### config.mk
export PLATFORM = sky130hd
export DESIGN_NAME = ldpc_cnu_minsum
export DESIGN_NICKNAME = d
export VERILOG_FILES = /design/src/rtl/ldpc_cnu_minsum.sv
export SDC_FILE = /design/constraint.sdc
export NUM_CORES = 1
export LEC_CHECK = 0
export ABC_AREA = 1
export CORE_ASPECT_RATIO = 2
export CORE_MARGIN = 2
export CORE_UTILIZATION = 45
export CTS_CLUSTER_DIAMETER = 60
export CTS_CLUSTER_SIZE = 24
export DETAILED_ROUTE_END_ITERATION = 7
export GPL_TIMING_DRIVEN = 0
export PLACE_DENSITY_LB_ADDON = 0.3
export SETUP_SLACK_MARGIN = 0.4
export SYNTH_ARGS = -nofsm -noshare
export SYNTH_HDL_FRONTEND = slang
export SYNTH_SLANG_ARGS = --single-unit
export TNS_END_PERCENT = 1
### constraint.sdc
create_clock -name i_clock -period 4.4 [get_ports i_clock]
set_input_delay 1.32 -clock i_clock [delete_from_list [all_inputs] [get_ports i_clock]]
set_output_delay 1.32 -clock i_clock [all_outputs]
set_load 0.05 [all_outputs]
### src/rtl/ldpc_cnu_minsum.sv
// ---------------------------------------------------------------------------
// ldpc_cnu_minsum
// Serial min-sum check-node unit for the LDPC decoder datapath.
//
// A node is processed in two phases:
//   COLLECT : one variable-to-check LLR is accepted per beat. The unit tracks
//             the two smallest magnitudes, the position of the smallest, the
//             XOR of all signs, and every individual sign.
//   EMIT    : one extrinsic check-to-variable LLR is produced per beat, in the
//             same order as the inputs. Beat k excludes its own contribution:
//             its magnitude is min2 if k held min1, otherwise min1. Its sign is
//             the total parity with sign[k] removed.
//
// Handshake (both sides): a beat transfers on a rising edge where valid and
// ready are both high. A producer holding valid keeps its data stable until
// the transfer. The unit is single-buffered: o_in_ready is low during EMIT.
//
// Optional feature macro: LDPC_CNU_OFFSET_EN
//   Defined   -> offset min-sum. Each output magnitude is reduced by OFFSET,
//                floored at 0, before the sign is applied. Latency is unchanged.
//   Undefined -> plain min-sum; OFFSET has no effect.
//
// Ports
//   i_clock      clock, rising edge
//   i_reset      asynchronous active-high reset
//   i_degree     check degree, sampled on the first input beat of a node
//                and clamped to [2, MAX_DEGREE]
//   i_in_data    input LLR (signed two's complement)
//   i_in_valid   input beat valid
//   o_in_ready   unit can accept an input beat (registered)
//   o_out_data   extrinsic LLR (signed, registered)
//   o_out_valid  output beat valid (registered)
//   o_out_last   final output beat of the node (registered)
//   i_out_ready  downstream accepts the output beat
//   o_dbg_state  current phase: 0 = COLLECT, 1 = EMIT
// ---------------------------------------------------------------------------
module ldpc_cnu_minsum #(
  parameter int WIDTH      = 16,
  parameter int MAX_DEGREE = 32,
  parameter int OFFSET     = 1
) (
  input  logic                                i_clock,
  input  logic                                i_reset,
  input  logic [$clog2(MAX_DEGREE+1)-1:0]     i_degree,
  input  logic [WIDTH-1:0]                    i_in_data,
  input  logic                                i_in_valid,
  output logic                                o_in_ready,
  output logic [WIDTH-1:0]                    o_out_data,
  output logic                                o_out_valid,
  output logic                                o_out_last,
  input  logic                                i_out_ready,
  output logic                                o_dbg_state
);

  localparam int DW = $clog2(MAX_DEGREE + 1);              // degree width
  localparam int IW = (MAX_DEGREE > 1) ? $clog2(MAX_DEGREE) : 1; // beat index width
  localparam int MW = WIDTH - 1;                            // magnitude width

  localparam logic [MW-1:0] MAG_MAX = {MW{1'b1}};
  localparam logic [MW-1:0] OFF_CFG = MW'(OFFSET);

`ifdef LDPC_CNU_OFFSET_EN
  localparam bit OFF_EN = 1'b1;
`else
  localparam bit OFF_EN = 1'b0;
`endif

  typedef enum logic {
    S_COLLECT = 1'b0,
    S_EMIT    = 1'b1
  } state_t;

  // -------------------------------------------------------------------------
  // Helpers
  // -------------------------------------------------------------------------

  // |x| with the most negative code saturated to the largest positive value,
  // so every magnitude fits in WIDTH-1 bits and later negation is safe.
  function automatic logic [MW-1:0] abs_sat(input logic [WIDTH-1:0] x);
    logic [WIDTH-1:0] neg;
    neg = -x;
    if (!x[WIDTH-1]) begin
      abs_sat = x[MW-1:0];
    end else if (x[MW-1:0] == '0) begin
      abs_sat = MAG_MAX;
    end else begin
      abs_sat = neg[MW-1:0];
    end
  endfunction

  // Final output value: optional offset on the magnitude, then the sign.
  // A zero magnitude yields 0 whatever the sign, since -0 == 0.
  // With the offset disabled OFF_EN is a constant and the subtractor folds away.
  function automatic logic [WIDTH-1:0] emit_value(input logic [MW-1:0] m_in,
                                                  input logic          s);
    logic [MW-1:0]    m;
    logic [WIDTH-1:0] ext;
    if (!OFF_EN) begin
      m = m_in;
    end else if (m_in > OFF_CFG) begin
      m = m_in - OFF_CFG;
    end else begin
      m = '0;
    end
    ext        = {1'b0, m};
    emit_value = s ? -ext : ext;
  endfunction

  function automatic logic [DW-1:0] clamp_deg(input logic [DW-1:0] d);
    if (d < DW'(2)) begin
      clamp_deg = DW'(2);
    end else if (d > DW'(MAX_DEGREE)) begin
      clamp_deg = DW'(MAX_DEGREE);
    end else begin
      clamp_deg = d;
    end
  endfunction

  // -------------------------------------------------------------------------
  // State
  // -------------------------------------------------------------------------
  state_t                state_q,     state_d;
  logic [IW-1:0]         cnt_q,       cnt_d;       // input index / output index
  logic [DW-1:0]         deg_q,       deg_d;
  logic [MW-1:0]         min1_q,      min1_d;
  logic [MW-1:0]         min2_q,      min2_d;
  logic [IW-1:0]         idx_q,       idx_d;       // position of min1
  logic                  parity_q,    parity_d;
  logic [MAX_DEGREE-1:0] sign_q,      sign_d;
  logic                  in_ready_q,  in_ready_d;
  logic [WIDTH-1:0]      out_data_q,  out_data_d;
  logic                  out_valid_q, out_valid_d;
  logic                  out_last_q,  out_last_d;

  logic          accept;
  logic          out_fire;
  logic [DW-1:0] deg_cur;
  logic [MW-1:0] mag;
  logic [IW-1:0] next_k;

  always_comb begin
    state_d     = state_q;
    cnt_d       = cnt_q;
    deg_d       = deg_q;
    min1_d      = min1_q;
    min2_d      = min2_q;
    idx_d       = idx_q;
    parity_d    = parity_q;
    sign_d      = sign_q;
    out_data_d  = out_data_q;
    out_valid_d = out_valid_q;
    out_last_d  = out_last_q;

    accept   = i_in_valid & in_ready_q;
    out_fire = out_valid_q & i_out_ready;
    // The degree is only taken from the port on the first beat of a node;
    // the clamped value is needed on that same beat for the end-of-node test.
    deg_cur  = (cnt_q == '0) ? clamp_deg(i_degree) : deg_q;
    mag      = abs_sat(i_in_data);
    next_k   = cnt_q + IW'(1);

    unique case (state_q)
      S_COLLECT: begin
        if (accept) begin
          deg_d         = deg_cur;
          sign_d[cnt_q] = i_in_data[WIDTH-1];
          parity_d      = parity_q ^ i_in_data[WIDTH-1];
          // Strict compares: on a tie the earlier beat keeps min1.
          if (mag < min1_q) begin
            min2_d = min1_q;
            min1_d = mag;
            idx_d  = cnt_q;
          end else if (mag < min2_q) begin
            min2_d = mag;
          end

          if (DW'(cnt_q) == DW'(deg_cur - DW'(1))) begin
            // Last input: build output beat 0 from the just-updated
            // statistics so the first output appears on the next cycle.
            state_d     = S_EMIT;
            cnt_d       = '0;
            out_valid_d = 1'b1;
            out_last_d  = 1'b0;   // degree >= 2, so beat 0 is never last
            out_data_d  = emit_value((idx_d == '0) ? min2_d : min1_d,
                                     parity_d ^ sign_d[0]);
          end else begin
            cnt_d = next_k;
          end
        end
      end

      S_EMIT: begin
        if (out_fire) begin
          if (out_last_q) begin
            // Node done: reset statistics for the next node.
            state_d     = S_COLLECT;
            cnt_d       = '0;
            min1_d      = MAG_MAX;
            min2_d      = MAG_MAX;
            idx_d       = '0;
            parity_d    = 1'b0;
            sign_d      = '0;
            out_valid_d = 1'b0;
            out_last_d  = 1'b0;
            out_data_d  = '0;
          end else begin
            cnt_d      = next_k;
            out_data_d = emit_value((idx_q == next_k) ? min2_q : min1_q,
                                    parity_q ^ sign_q[next_k]);
            out_last_d = (DW'(next_k) == DW'(deg_q - DW'(1)));
          end
        end
      end

      default: begin
        state_d = S_COLLECT;
      end
    endcase

    in_ready_d = (state_d == S_COLLECT);
  end

  always_ff @(posedge i_clock or posedge i_reset) begin
    if (i_reset) begin
      state_q     <= S_COLLECT;
      cnt_q       <= '0;
      deg_q       <= '0;
      min1_q      <= MAG_MAX;
      min2_q      <= MAG_MAX;
      idx_q       <= '0;
      parity_q    <= 1'b0;
      sign_q      <= '0;
      in_ready_q  <= 1'b0;
      out_data_q  <= '0;
      out_valid_q <= 1'b0;
      out_last_q  <= 1'b0;
    end else begin
      state_q     <= state_d;
      cnt_q       <= cnt_d;
      deg_q       <= deg_d;
      min1_q      <= min1_d;
      min2_q      <= min2_d;
      idx_q       <= idx_d;
      parity_q    <= parity_d;
      sign_q      <= sign_d;
      in_ready_q  <= in_ready_d;
      out_data_q  <= out_data_d;
      out_valid_q <= out_valid_d;
      out_last_q  <= out_last_d;
    end
  end

  assign o_in_ready  = in_ready_q;
  assign o_out_data  = out_data_q;
  assign o_out_valid = out_valid_q;
  assign o_out_last  = out_last_q;
  assign o_dbg_state = (state_q == S_EMIT);

endmodule
==> qor.txt <==
CP Launch Point: i_in_data[1]
Most instantiated cells after synthesis: nand2_1, inv_1, o21ai_0
Synth Net Count: 1243
CP Launch Type: primary input
Number of flops mapped to enable cells by yosys: 0
Total Routed Length: 28700 um
Crit path to: o_out_data[12]
Die Wd: 98.7 um
Vias: 8746
Post-CTS Hold Fix Bufs: 0
Synth Cell Area: 8070 um^2
Clock Skew: 14.1 ps
Status: finished with violations
I/O pin total: 46
FF-to-FF setup slack: 130 ps
CTS root buf: clkbuf_16
Chip Height: 193 um
Pin count of the biggest net entering global routing: 59
Final Wtd Congestion: 0.942
Largest cells by area after synthesis: dfrtp_1, nand2_1, dfstp_2
Antenna violations before repair: 0
Port-buffer cells: 45
Worst-path clk slew: 80 ps
Register area share after synthesis: 31.2%
CTS Buf Count: 9
Top_reg_cell synth: dfrtp_1
Worst-case hold slack: 479 ps
Dpl ws: -1830 ps
CTS tree: built
Type of the worst min-delay path: reg2reg
Vias/cell: 5.79
First-pass GRT wire length: 43100 um
Flops & latches, synth: 99
DRC viols: 0
Leakage: 4.83 nW
Max incr delay on CP: 300 ps
# setup viols final: 15
Setup WS post-layout: -384 ps
GR met1 Demand/Resource: 27.0%
Slowest CP cell: o21ai_4
CORE AREA: 17700 um^2
Worst setup EP type: register
Area growth from synthesis to layout: 28.8%
CP Data Required Time: 4660 ps
# rows: 69
R2R depth: 24
Synth warnings: 0
Vias in the first global route: 8436
Tmin final: 4780 ps
Count leader, synth: nand2_1
Syn_area_per_cell: 6.84 um^2
Post-route ant nets: 0
Dominant cell type by area after synthesis: dfrtp_1
Most used cell, CP: nand2_1
Violated checks: negative setup slack
Reg-to-reg endpoint: o_out_data[14]
Fmax: 0.209 GHz
RSZ-0062 raised after global routing: yes
Launch point of the worst reg-to-reg path: cnt_q[0]
Post-Synthesis Cells: 1180
Busiest grt layer: met2
DRT Pass-1 Iters: 5
ANT cells: 0
VDD IR max: 0.464 mV
Least-Margin Pin Slew: 829 ps
Final hold vios: 0
Post-synth ARST share: 100%
Met2 GRT Util: 52.5%
Hpwl dp: 20600 um
Max Root-Sink Buffers: 2
Total global routing overflow: 0
Met3 usage: 3.36%
Layout Utilization: 58.8%
Final nets: 1355
Initial Util: 45.6%
TNS Setup: -5010 ps
H-tree depth: 3
DR iter-0 viols: 554
Post-route clock period utilization: 109%
Critical setup path kind: in2reg
Area of the multi-input gates: 5380 um^2
Area share of the largest cell type after synthesis: 21.4%
Tot GR Track Use: 29.0%
FF+latch area: 2510 um^2
Arr. time, crit path: 5040 ps
FILL cells: 1593
Max cap viols: 0
CTS Sinks: 99
Routed wire per std cell: 19.0 um
Clk_lat worst skew: 360 ps
Fraction of layout cells with a size suffix above 1: 23.1%
Slew margin rel.: 44.2%
Slew Viols, Final: 0
CP Max Fanout: 8
P per Cell Area: 886 nW/um^2
Die area: 19100 um^2
Distinct cells, synth: 56
## sequential cells by signal, summed over array words and instances, names as in the netlist
name         count
min1_q          15
sign_q          32
parity_q         1
cnt_q            5
o_dbg_state      1
deg_q            6
o_out_last       1
min2_q          15
idx_q            5
o_out_valid      1
o_out_data      16
o_in_ready       1
## area by class of cell
type / instances / area share [%]
inverter: 173 / 6.56
sequential: 99 / 24.2
tap: 213 / 2.56
multi-input combinational: 860 / 51.7
buffer: 48 / 3.00
clock inverter: 6 / 0.686
clock buffer: 10 / 2.30
timing repair buffer: 101 / 9.03
## worst max-delay path, delay by kind of cell
kind                       cells  cell delay (ps)
buffers and inverters          4              510
AOI/OAI and AO/OA              6              990
adders and majority gates      2              500
and+or+nand+nor               18             1700
## timing repair
action	in CTS	in global routing
buffers inserted	39	13
gates cloned	1	1
setup endpoints to repair	63	63
pin swaps	50	59
gates resized for setup	144	84
## cells in the final DEF, fill, tap and decap left out, types with 24 or more instances in the layout
cell type,instances
dfrtp_1,69
buf_4,53
ha_1,25
o21ai_0,104
o21ai_1,28
dfstp_2,30
clkbuf_1,24
nand2_1,245
a21oi_1,50
inv_1,150
nand3_1,56
clkdlybuf4s50_1,29
o22ai_1,35
nor2_1,74
## cell families (layout without fill, tap and decap cells)
group | Yosys count | in the layout | synth area share, %
simple gates | 499 | 499 | 28.0
compound gates | 297 | 297 | 21.0
buf+inv | 221 | 338 | 11.1
flops | 99 | 99 | 31.2
fa+ha+maj | 37 | 37 | 5.73
xor+xnor | 27 | 27 | 3.02
## metrics by stage
| stage | area (um^2) | total power, mW | cells |
|---|---|---|---|
| floorplan | 8210 | 5.72 | 1180 |
| global route | 10400 | 9.88 | 1510 |
| finish | 10400 | 9.22 | 1510 |
| detailed placement | 8960 | 7.25 | 1440 |
| CTS | 9960 | 8.61 | 1496 |
| global placement | 8920 | 7.16 | 1438 |
## power by group
part	internal [mW]	total, mW	switching [mW]
sequential	1.41	1.73	0.317
clock	0.464	0.864	0.400
combinational	2.31	6.63	4.32
## worst min path at each step
stage               cells after the start  startpoint         end  slack (ps)
floorplan                               2   sign_q[1]   sign_q[1]         450
global placement                        2   sign_q[1]   sign_q[1]         460
detailed placement                      2  sign_q[24]  sign_q[24]         460
CTS                                     2  sign_q[24]  sign_q[24]         480
global route                            2  sign_q[20]  sign_q[20]         500
finish                                  2  sign_q[27]  sign_q[27]         480
## per-layer routing
layer / vias to the layer above / part of all wire, %
met1: 4105 / 32
met5: - / 0
met4: 0 / 12
met2: 344 / 52
li1: 4120 / -
met3: 177 / 4.0
Power figures use the tool's default switching activity.
